===== config.mk =====
export PLATFORM = sky130hd
export DESIGN_NAME = laser_arbiter_flat
export DESIGN_NICKNAME = d
export VERILOG_FILES = /design/src/rtl/laser_arbiter_if.sv /design/src/rtl/laser_arbiter.sv /design/src/flat_wrapper.sv
export SDC_FILE = /design/constraint.sdc
export NUM_CORES = 1
export LEC_CHECK = 0
export CAP_MARGIN = 25
export CORE_MARGIN = 8
export CORE_UTILIZATION = 51
export CTS_CLUSTER_DIAMETER = 60
export CTS_CLUSTER_SIZE = 30
export DETAILED_ROUTE_END_ITERATION = 10
export PLACE_DENSITY = 0.85
export SYNTH_ARGS = -nofsm -noshare
export SYNTH_HDL_FRONTEND = slang
export SYNTH_SLANG_ARGS = --single-unit

===== constraint.sdc =====
create_clock -name Clk -period 2.4 [get_ports Clk]
set_input_delay 0.48 -clock Clk [delete_from_list [all_inputs] [get_ports Clk]]
set_output_delay 0.48 -clock Clk [all_outputs]
set_load 0.02 [all_outputs]

===== src/rtl/laser_arbiter_if.sv =====
// Request/grant bundle between the laser requesters and the arbiter.
// Master side issues requests and burst timing; slave side is the arbiter.
interface laser_arbiter_if #(
    parameter int N_REQ = 4,
    parameter int CNT_W = 4
);
    logic [N_REQ-1:0] Req;
    logic [CNT_W-1:0] OnTime;
    logic [CNT_W-1:0] CoolTime;
    logic             X;
    logic [N_REQ-1:0] Grant;
    logic             Busy;
    logic             Done;

    modport master (output Req, OnTime, CoolTime, input X, Grant, Busy, Done);
    modport slave  (input Req, OnTime, CoolTime, output X, Grant, Busy, Done);
endinterface


===== src/rtl/laser_arbiter.sv =====
// Round-robin owner of the laser enable X: grant one cycle after Req is seen idle, then on-time burst and cool-down.
// No backpressure: requesters hold Req level until their Grant bit shows; Req is only sampled while idle.
module laser_arbiter #(
    parameter int N_REQ = 4,
    parameter int CNT_W = 4
) (
    input  logic           Clk,
    input  logic           Rst,
    laser_arbiter_if.slave bus
);
    localparam int PTR_W = (N_REQ > 1) ? $clog2(N_REQ) : 1;

    localparam logic [1:0] S_Idle = 2'd0;
    localparam logic [1:0] S_Fire = 2'd1;
    localparam logic [1:0] S_Cool = 2'd2;

    logic [1:0]       state;
    logic [CNT_W-1:0] cnt;
    logic [CNT_W-1:0] cool_l;
    logic [PTR_W-1:0] ptr;
    logic [PTR_W-1:0] win;
    logic             found;
    logic             x_q;
    logic             busy_q;
    logic             done_q;
    logic [N_REQ-1:0] grant_q;

    function automatic logic [PTR_W-1:0] wrap_idx(input int v);
        return PTR_W'(v % N_REQ);
    endfunction

    // Scan from the far end so the requester closest to ptr wins by last assignment.
    always_comb begin
        win   = '0;
        found = 1'b0;
        for (int i = N_REQ - 1; i >= 0; i--) begin
            if (bus.Req[wrap_idx(int'(ptr) + i)]) begin
                win   = wrap_idx(int'(ptr) + i);
                found = 1'b1;
            end
        end
    end

    always_ff @(posedge Clk) begin
        if (Rst) begin
            state   <= S_Idle;
            cnt     <= '0;
            cool_l  <= '0;
            ptr     <= '0;
            x_q     <= 1'b0;
            busy_q  <= 1'b0;
            done_q  <= 1'b0;
            grant_q <= '0;
        end else begin
            done_q <= 1'b0;
            case (state)
                S_Idle: begin
                    if (found) begin
                        state   <= S_Fire;
                        x_q     <= 1'b1;
                        busy_q  <= 1'b1;
                        grant_q <= N_REQ'(1) << win;
                        cnt     <= (bus.OnTime == '0) ? '0 : bus.OnTime - CNT_W'(1);
                        cool_l  <= bus.CoolTime;
                        ptr     <= wrap_idx(int'(win) + 1);
                    end else begin
                        x_q     <= 1'b0;
                        busy_q  <= 1'b0;
                        grant_q <= '0;
                    end
                end
                S_Fire: begin
                    if (cnt != '0) begin
                        cnt <= cnt - CNT_W'(1);
                    end else begin
                        x_q     <= 1'b0;
                        grant_q <= '0;
                        done_q  <= 1'b1;
                        if (cool_l == '0) begin
                            state  <= S_Idle;
                            busy_q <= 1'b0;
                        end else begin
                            state <= S_Cool;
                            cnt   <= cool_l - CNT_W'(1);
                        end
                    end
                end
                S_Cool: begin
                    if (cnt != '0) begin
                        cnt <= cnt - CNT_W'(1);
                    end else begin
                        state  <= S_Idle;
                        busy_q <= 1'b0;
                    end
                end
                default: begin
                    state   <= S_Idle;
                    x_q     <= 1'b0;
                    busy_q  <= 1'b0;
                    grant_q <= '0;
                end
            endcase
        end
    end

    assign bus.X     = x_q;
    assign bus.Grant = grant_q;
    assign bus.Busy  = busy_q;
    assign bus.Done  = done_q;
endmodule


===== src/flat_wrapper.sv =====
// flat-port wrapper written by rule: the top's interface ports become plain ports
module laser_arbiter_flat 
#(
    parameter int N_REQ = 4,
    parameter int CNT_W = 4
)
  (Clk, Rst, bus_Req, bus_OnTime, bus_CoolTime, bus_X, bus_Grant, bus_Busy, bus_Done);
  laser_arbiter_if #(.N_REQ(N_REQ), .CNT_W(CNT_W)) bus_i ();
  input  logic Clk;
  input  logic Rst;
  input wire logic [$bits(bus_i.Req)-1:0] bus_Req;
  input wire logic [$bits(bus_i.OnTime)-1:0] bus_OnTime;
  input wire logic [$bits(bus_i.CoolTime)-1:0] bus_CoolTime;
  output wire logic [$bits(bus_i.X)-1:0] bus_X;
  output wire logic [$bits(bus_i.Grant)-1:0] bus_Grant;
  output wire logic [$bits(bus_i.Busy)-1:0] bus_Busy;
  output wire logic [$bits(bus_i.Done)-1:0] bus_Done;
  assign bus_i.Req = bus_Req;
  assign bus_i.OnTime = bus_OnTime;
  assign bus_i.CoolTime = bus_CoolTime;
  assign bus_X = bus_i.X;
  assign bus_Grant = bus_i.Grant;
  assign bus_Busy = bus_i.Busy;
  assign bus_Done = bus_i.Done;
  laser_arbiter #(.N_REQ(N_REQ), .CNT_W(CNT_W)) u_core (.Clk(Clk), .Rst(Rst), .bus(bus_i));
endmodule

# [Word level (Yosys, flattened, before mapping)]
# Cells that the tools add are included.
[classes] n_addsub=7 order_cmp=4 eq_ne=8 shifts=1 mux=37 bitwise_logic=2 n_reduce_logical=11
[op_table] operator="2-to-1 mux 4 bit" n=7
[op_table] operator="one-hot mux 4 bit (3 select lines)" n=2
[op_table] operator="2-to-1 mux 2 bit" n=8
[op_table] operator="2-to-1 mux 1 bit" n=13
[op_table] operator="< comparator 2 x 3 -> 1 bit (second input constant)" n=4
[op_table] operator="subtractor 4 x 1 -> 4 bit (second input constant)" n=3
[op_table] operator="binary-select mux 1 bit (select 2 bit)" n=4
[op_table] operator="logical NOT 4 bit" n=2
[op_table] operator="inequality test 2 x 1 -> 1 bit (second input constant)" n=3
[op_table] operator="one-hot mux 1 bit (3 select lines)" n=2
[op_table] operator="one-hot mux 2 bit (3 select lines)" n=1
[op_table] operator="AND reduction 3 bit" n=2
[op_table] operator="adder 2 x 1 -> 2 bit (second input constant)" n=2
[op_table] operator="adder 2 bit (second input constant)" n=2
[op_table] operator="inequality test 2 bit (second input constant)" n=2
[op_table] operator="AND reduction 2 bit" n=2
[op_table] operator="AND reduction 4 bit" n=1
[op_table] operator="nonzero test 4 bit" n=1
[op_table] operator="<< shifter 1 x 2 -> 4 bit (first input constant)" n=1
[op_table] operator="inequality test 3 x 2 -> 1 bit (second input constant)" n=1
[op_table] operator="nonzero test 3 bit" n=1
[op_table] operator="== test 2 x 1 -> 1 bit (second input constant)" n=1
[op_table] operator="== test 2 bit (second input constant)" n=1
[op_table] operator="logical NOT 2 bit" n=1
[op_table] operator="2 further kinds" n=3
[word_totals] regBits=19 in_bits=14 output_inout_bits=7 word_cells=78

# [Longest topological paths before layout]
# Gate-level depths: netlist of run 1.
[logic_depth] word_depth=10 ltp_mapped=8 mapped_depth_nobuf=7

# [Worst setup path after synthesis of run 1]
# No wires, ideal clock.
[synth_path] path_type="reg2reg" start="reg u_core.state[0]" end="reg u_core.cnt[2]" setup_time_ps=134 arrival_time_ps=1550 required_ps=2266 path_slack_ps=717 path_stages_with_launch=8 path_buffers=0 synth_period_minus_slack_ps=1683 cell_sequence="dfxtp_1 -> inv_1 -> ha_1 -> or3b_2 -> a21oi_1 -> a211oi_1 -> o221ai_1 -> a21oi_1"
[synth_between] elab_chain_cells=3 word_cells_on_any_way=9 classes_between="eq/ne (5); mux (1); reduce/logical (3)"
[synth_lines] item="start: declaration" line_no="laser_arbiter.sv:17" text="logic [1:0] state;"
[synth_lines] item="start signal: assignment" line_no="laser_arbiter.sv:46" text="state <= S_Idle;"
[synth_lines] item="start signal: assignment" line_no="laser_arbiter.sv:59" text="state <= S_Fire;"
[synth_lines] item="start signal: assignment" line_no="laser_arbiter.sv:80" text="state <= S_Idle;"
[synth_lines] item="== test 2 x 1 -> 1 bit, or another cell as far along" line_no="laser_arbiter.sv:56" text="case (state)"
[synth_lines] item="inequality test 3 x 2 -> 1 bit (no source line), or another cell as far along"
[synth_lines] item="AND reduction 4 bit (no source line)"
[synth_lines] item="end signal: assignment" line_no="laser_arbiter.sv:63" text="cnt <= (bus.OnTime == '0) ? '0 : bus.OnTime - CNT_W'(1);"
[synth_lines] item="end signal: assignment" line_no="laser_arbiter.sv:74" text="cnt <= cnt - CNT_W'(1);"
[synth_lines] item="end signal: assignment" line_no="laser_arbiter.sv:84" text="cnt <= cool_l - CNT_W'(1);"
[synth_lines] item="end: declaration" line_no="laser_arbiter.sv:18" text="logic [CNT_W-1:0] cnt;"
# Several ways; a longest one is shown, not always the timed one.
# A chain may end at the register's enable or synchronous reset.

# [Final worst setup path of run 1]
[layout_path] start="in bus_Req[1]" end="reg u_core.grant_q[2] (netlist: u_core.bus.Grant[2])"
[layout_between] elab_chain_cells=9 word_cells_on_any_way=19 classes_between="shift (1); mux (18)"
[layout_lines] item="start: declaration" line_no="flat_wrapper.sv:11" text="input wire logic [$bits(bus_i.Req)-1:0] bus_Req;"
[layout_lines] item="binary-select mux 1 bit (select 2 bit)" line_no="laser_arbiter.sv:37" text="if (bus.Req[wrap_idx(int'(ptr) + i)]) begin"
[layout_lines] item="2-to-1 mux 1 bit (not written as such)" line_no="laser_arbiter.sv:37"
[layout_lines] item="2-to-1 mux 2 bit (4 in a row)" line_no="laser_arbiter.sv:37"
[layout_lines] item="<< shifter 1 x 2 -> 4 bit" line_no="laser_arbiter.sv:62" text="grant_q <= N_REQ'(1) << win;"
[layout_lines] item="2-to-1 mux 4 bit (*)" line_no="laser_arbiter.sv:58" text="if (found) begin"
[layout_lines] item="one-hot mux 4 bit (3 select lines) (*)" line_no="laser_arbiter.sv:56"
[layout_lines] item="end signal: assignment" line_no="laser_arbiter.sv:62"
[layout_lines] item="end: declaration" line_no="laser_arbiter.sv:26" text="logic [N_REQ-1:0] grant_q;"
# Mark *: on every way between the ends. The rest lies on a longest branch, timed or not. The select of a mux whose other input is x is not followed.

==> impl_metrics.yaml, run 1 <==
clocking:
  cts_tree: "yes"
  cts_setup_buffers: 0
  clockRootBuffer: "clkbuf_4"
  ctsResizeCount: 0
  clk_pin_slew_ns: 0.10
  clkLatencyLatePin_ns: 0.30
  clk_path_buf_depth: 2
  numCtsBuffers: 3
  cts_htree_levels: 1
  clock-sinks: 19
  postCtsHoldBufs: 0
global_route:
  grt_pass1_vias: 1104
  grt_pass1_wl_mm: 4.82
  overflow: 0
  grt_usage_pct: 14.2
  grt_max_degree: 12
  grt_antenna_before_repair: 0
sta:
  slew_violations: 0
  fin_tns_setup_ns: 0
  relSlewSlack_pct: 67.3
  fin_crit_ns: 1.94
  max_freq_ghz: 0.517
  worstMarginPinSlew_ns: 0.486
  fin_hold_ws_ns: 0.477
  fin_skew_ns: 0.00252
  period_share_pct: 80.7
  finalSetupViolations: 0
  rsz0062_at_grt: "no"
  hold_viol_final: 0
die:
  core_area_um2: 2190
  fp.dieH_um: 64.1
  die-width_um: 64.1
  rows: 17
  initial_core_util_pct: 53.8
  io-pin-count: 21
  die_area_um2: 4110
routing:
  drt_iter0_markers: 48
  route.detailed.drc: 0
  drtAntennaViolNets: 0
  post_drt_wl_per_cell_um: 14.9
  routed_wl_mm: 2.83
  first_pass_iters: 4
  vias: 1120
  vias_per_cell: 5.89
synthesis:
  synth-edff-count: 0
  synth_nets: 163
  ys_types: 47
  ys_warn_count: 0
  syn-cell-area_um2: 1180
  synth_top_cells_by_count: "dfxtp_1, nand2_1, nor2_1"
  syn_avg_cell_area_um2: 8.30
  async_reset_ff_share_pct: 0
  synth.most_common_cell: "dfxtp_1"
  netlist_instances: 142
  seq_area_frac_synth_pct: 32.3
  ys.flop_type: "dfxtp_1"
  synth_top_family_by_area: "compound AO/OA/AOI/OAI gates"
  synth_top_area_cell: "dfxtp_1"
  synth_compound_area_share_pct: 30.8
  synth.top_cell.area_share_pct: 32.3
  ys_top_cells_by_area: "dfxtp_1, ha_1, a21oi_1, nand2_1, nor2_1"
  synth.mux.area_fraction_pct: 2.65
  synth-adder-area-share_pct: 7.43
  synthSimpleGateAreaFrac_pct: 19.9
  synth_xor_area_share_pct: 2.23
  ys_ff_latch: 19
worst_setup_path:
  cp.required_ns: 2.60
  worst-path-max-fanout: 7
  cp-start-kind: "input pin"
  path_class: "in2reg"
  r2r_cells: 7
  arrival_ns: 2.14
  worstSetupEndpointType: "flop"
  worstReg2RegStart: "u_core.state[0]"
  r2r_end: "u_core.cnt[2]"
  r2r_slack_ns: 0.48
min_path:
  min_to: "u_core.bus.Grant[1]"
  timing.hold.worst_path_depth: 2
  hold_start: "u_core.bus.Grant[1]"
  hold_class: "reg2reg"
cells_and_area:
  diodes: 0
  final_net_count: 184
  area_growth_pct: 20.9
  drive_above_1_share_pct: 9.88
  multiInputGateArea_um2: 742
  seqCellArea_um2: 380
  fillCellCount: 189
status:
  status: "finished, final reports clean"
flow_run:
  drv_cap: 0
power:
  ir_drop_uv: 708
  power_density_nw_per_um2: 1180
  leakage_nw: 0.540
place:
  io_buffer_count: 20
  gp_congestion: 0.909
  place.detailed.hpwl_mm: 2.15
-- report_power, final --
group          internal (mW)  switching [mW]  leakage [nW]
Clock                 0.0648          0.0971        0.0150
Combinational          0.447           0.540         0.368
Sequential             0.422           0.107         0.157
-- layout make-up --
type / instances / area share [%]
clock buffers: 4 / 1.84
multi-input cells: 109 / 52.1
flip-flops and latches: 19 / 26.7
well taps: 28 / 2.46
repair buffers: 21 / 14.6
inverters: 9 / 2.37
-- registers in the layout, indices dropped and copies added (netlist names) --
register,count
u_core.bus.Busy,1
u_core.bus.Done,1
u_core.bus.Grant,4
u_core.bus.X,1
u_core.cnt,4
u_core.cool_l,4
u_core.ptr,2
u_core.state,2
-- cell usage in the layout (no fill, tap or decap), types with 3 or more instances in the layout --
| cell | synthesis | final |
|---|---|---|
| a21oi_1 | 13 | 13 |
| clkbuf_4 | 0 | 3 |
| clkdlybuf4s50_1 | 0 | 20 |
| dfxtp_1 | 19 | 19 |
| ha_1 | 7 | 7 |
| inv_1 | 9 | 9 |
| nand2_1 | 15 | 15 |
| nand2b_1 | 3 | 3 |
| nor2_1 | 14 | 14 |
| o21ai_0 | 6 | 6 |
| o221ai_1 | 3 | 3 |
| o31ai_1 | 4 | 4 |
| xnor2_1 | 3 | 3 |
-- worst max-delay path, cell delays in order --
cell             delay (ns)
clkdlybuf4s50_1        0.48
nor4_1                 0.50
nand2b_1               0.31
nor2_1                 0.11
a32oi_1                0.20
nor2_1                 0.05
-- per-layer routing --
layer	track usage, %	part of all wire (%)	vias to the layer above
met4	6.13	2.0	0
met1	15.7	44	524
met5	0	0	-
met3	3.66	4.7	6
met2	24.8	49	33
li1	-	-	557
-- how the worst max path moves through the flow --
stage,to,cells past startpoint,from,slack [ns]
final,u_core.bus.Grant[2],6,bus_Req[1],0.46
after global routing,u_core.bus.Grant[0],6,bus_Req[0],0.29
after CTS,u_core.bus.Grant[0],6,bus_Req[0],0.49
after detailed placement,u_core.bus.Grant[0],6,bus_Req[0],0.18
after global placement,u_core.bus.Grant[0],6,bus_Req[0],0.23
after floorplan,u_core.cnt[2],7,u_core.state[0],0.72
-- cell families after synthesis --
group,count (synthesis)
AO/OA/AOI/OAI,49
XOR/XNOR,3
adder cells (fa/ha/maj),7
buffers and inverters,14
flip-flops,19
multiplexers,3
AND/OR/NAND/NOR,47
-- per-stage QoR --
stage | utilization (%) | cell area [um^2] | cells | total power [mW] | worst slack (ns)
2_1_floorplan | - | 1180 | 142 | 1.26 | 0.717
3_3_place_gp | 63.8 | 1400 | 186 | 1.48 | 0.234
3_5_place_dp | 63.8 | 1400 | 186 | 1.50 | 0.181
4_1_cts | 65.0 | 1430 | 190 | 1.67 | 0.492
5_1_grt | 65.0 | 1430 | 190 | 1.82 | 0.293
6_report | 65.0 | 1430 | 190 | 1.68 | 0.464
(Power assumes the default switching activity.)
==> run 2, diff against run 1 <==
--- a/config.mk
+++ b/config.mk
@@ -7,11 +7,11 @@
 export LEC_CHECK = 0
 export CAP_MARGIN = 25
 export CORE_MARGIN = 8
-export CORE_UTILIZATION = 51
+export CORE_UTILIZATION = 46
 export CTS_CLUSTER_DIAMETER = 60
 export CTS_CLUSTER_SIZE = 30
 export DETAILED_ROUTE_END_ITERATION = 10
-export PLACE_DENSITY = 0.85
+export PLACE_DENSITY = 0.81
 export SYNTH_ARGS = -nofsm -noshare
 export SYNTH_HDL_FRONTEND = slang
 export SYNTH_SLANG_ARGS = --single-unit
==> constraint.sdc (replaced) <==
create_clock -name Clk -period 1.6 [get_ports Clk]
set_input_delay 0.32 -clock Clk [delete_from_list [all_inputs] [get_ports Clk]]
set_output_delay 0.32 -clock Clk [all_outputs]
set_load 0.02 [all_outputs]
==> impl_metrics.yaml, run 2 (synthesized netlist as in run 1, its figures left out) <==
status:
  status: "finished, violations left"
  violations: "negative setup slack"
power:
  leakage_nw: 0.839
  seqPwrFrac_pct: 24.8
  p_sw_share_pct: 42.0
  pwr-share-comb_pct: 67.6
  power_density_nw_per_um2: 1770
  p_int_mw: 1.89
  p_clk_share_pct: 7.6
  p_switching_mw: 1.37
  ir_drop_uv: 1070
die:
  rows: 18
  core_area_um2: 2450
  fp.dieH_um: 66.6
  die-width_um: 66.6
  die_area_um2: 4440
  initial_core_util_pct: 48.0
  io-pin-count: 21
cells_and_area:
  multiInputGateArea_um2: 888
  fillCellCount: 181
  seqCellArea_um2: 392
  layout_common_cells: "buf_4, nand2_1, nor2_1, dfxtp_1, a21oi_1"
  final_cells: 223
  final_net_count: 215
  drive_above_1_share_pct: 40.9
  diodes: 0
  final_common_cell: "buf_4"
  area_growth_pct: 56.7
routing:
  route.detailed.drc: 0
  routed_wl_mm: 3.37
  vias: 1266
  drt_iter0_markers: 42
  post_drt_wl_per_cell_um: 15.1
  vias_per_cell: 5.68
  first_pass_iters: 4
  drtAntennaViolNets: 0
global_route:
  grt_antenna_before_repair: 0
  gr-usage-met1_pct: 16.5
  grt_usage_pct: 15.5
  grt_max_degree: 11
  use_met2_pct: 28.4
  overflow: 0
  grt_busiest_layer: "met2"
  grt_pass1_vias: 1331
  use_met3_pct: 4.70
  grt_pass1_wl_mm: 5.60
clocking:
  clk_pin_slew_ns: 0.11
  cts_htree_levels: 1
  clkLatencyLatePin_ns: 0.29
  clockRootBuffer: "clkbuf_4"
  clock-sinks: 19
  numCtsBuffers: 3
  cts_tree: "yes"
  clk_path_buf_depth: 2
  postCtsHoldBufs: 0
sta:
  period_share_pct: 102
  fin_skew_ns: 0.00142
  worstMarginPinSlew_ns: 0.380
  setup_slack_ns: -0.0257
  relSlewSlack_pct: 74.5
  fin_crit_ns: 1.63
  max_freq_ghz: 0.615
  rsz0062_at_grt: "yes"
  slew_violations: 0
  hold_viol_final: 0
  fin_tns_setup_ns: -0.0286
  finalSetupViolations: 2
worst_setup_path:
  worstSetupEndpointType: "flop"
  worst-path-max-fanout: 6
  arrival_ns: 1.87
  path_class: "reg2reg"
  cp.required_ns: 1.84
  cp-start-kind: "flop"
min_path:
  hold_class: "reg2reg"
place:
  gp_congestion: 0.899
  place.detailed.hpwl_mm: 2.48
  io_buffer_count: 20
  dp_cells: 215
flow_run:
  drv_cap: 0
## run 2: cell count changes in the layout (fill, tap and decap cells not counted), moves of 4 or more
cell / previous run / this run
buf_4: 1 / 30
clkdlybuf4s50_1: 20 / 10
dlymetal6s2s_1: 0 / 9
dfxtp_1: 19 / 12
dfxtp_2: 0 / 6
ha_1: 7 / 2
ha_4: 0 / 4
inv_1: 9 / 5
inv_2: 0 / 4
## run 2: critical path, cell delays in order, from the launching register on
cell and delay, ns:
dfxtp_2 0.35, inv_2 0.05, ha_4 0.16, nor3b_2 0.17
buf_4 0.16, a211oi_4 0.36, o221ai_2 0.17, a21oi_2 0.15
## run 2: worst paths after layout
path	start	end	depth (start not counted)	slack, ns
setup / recovery	u_core.cnt[0]	u_core.cnt[2]	7	-0.03
hold / removal	u_core.bus.Grant[1]	u_core.bus.Grant[1]	2	0.48
setup reg to reg	u_core.cnt[0]	u_core.cnt[2]	7	-0.03
hold reg to reg	u_core.bus.Grant[1]	u_core.bus.Grant[1]	2	0.48
## run 2: timing repair
item / 4_1_cts / 5_1_grt
setup buffers: 2 / 2
gates cloned: 0 / 0
setup endpoints to repair: 7 / 23
gates resized for setup: 17 / 28
pin swaps: 11 / 8
## run 2: power groups by stage
stage | combinational, mW | clock [mW] | sequential [mW]
floorplan | 1.13 | 0 | 0.824
global placement | 1.81 | 0 | 0.788
detailed placement | 1.85 | 0 | 0.797
CTS | 2.01 | 0.248 | 0.795
global route | 2.41 | 0.268 | 0.829
finish | 2.21 | 0.248 | 0.811
## run 2: cell type report
| type | instances | share of cell area [%] |
|---|---|---|
| Timing Repair Buffer | 52 | 25.4 |
| Inverter | 9 | 1.83 |
| Multi-Input combinational cell | 109 | 48.1 |
| Clock buffer | 4 | 1.42 |
| Sequential cell | 19 | 21.2 |
| Tap cell | 30 | 2.03 |
## run 2: through the flow
stage | power (mW) | hold slack [ns] | setup WS (ns) | cell area [um^2] | util [%]
after floorplan | 1.96 | 0.456 | 0.00764 | 1210 | -
after global placement | 2.60 | 0.459 | -0.273 | 1630 | 66.6
after detailed placement | 2.64 | 0.473 | -0.339 | 1630 | 66.6
after CTS | 3.05 | 0.492 | 0.000381 | 1730 | 70.5
after global routing | 3.51 | 0.512 | -0.0894 | 1850 | 75.2
final | 3.26 | 0.481 | -0.0257 | 1850 | 75.2
## run 2: routing by layer
layer | up-vias | wire length [um]
li1 | 624 | -
met1 | 610 | 1400
met2 | 26 | 1740
met3 | 6 | 182
met4 | 0 | 49
met5 | - | 0
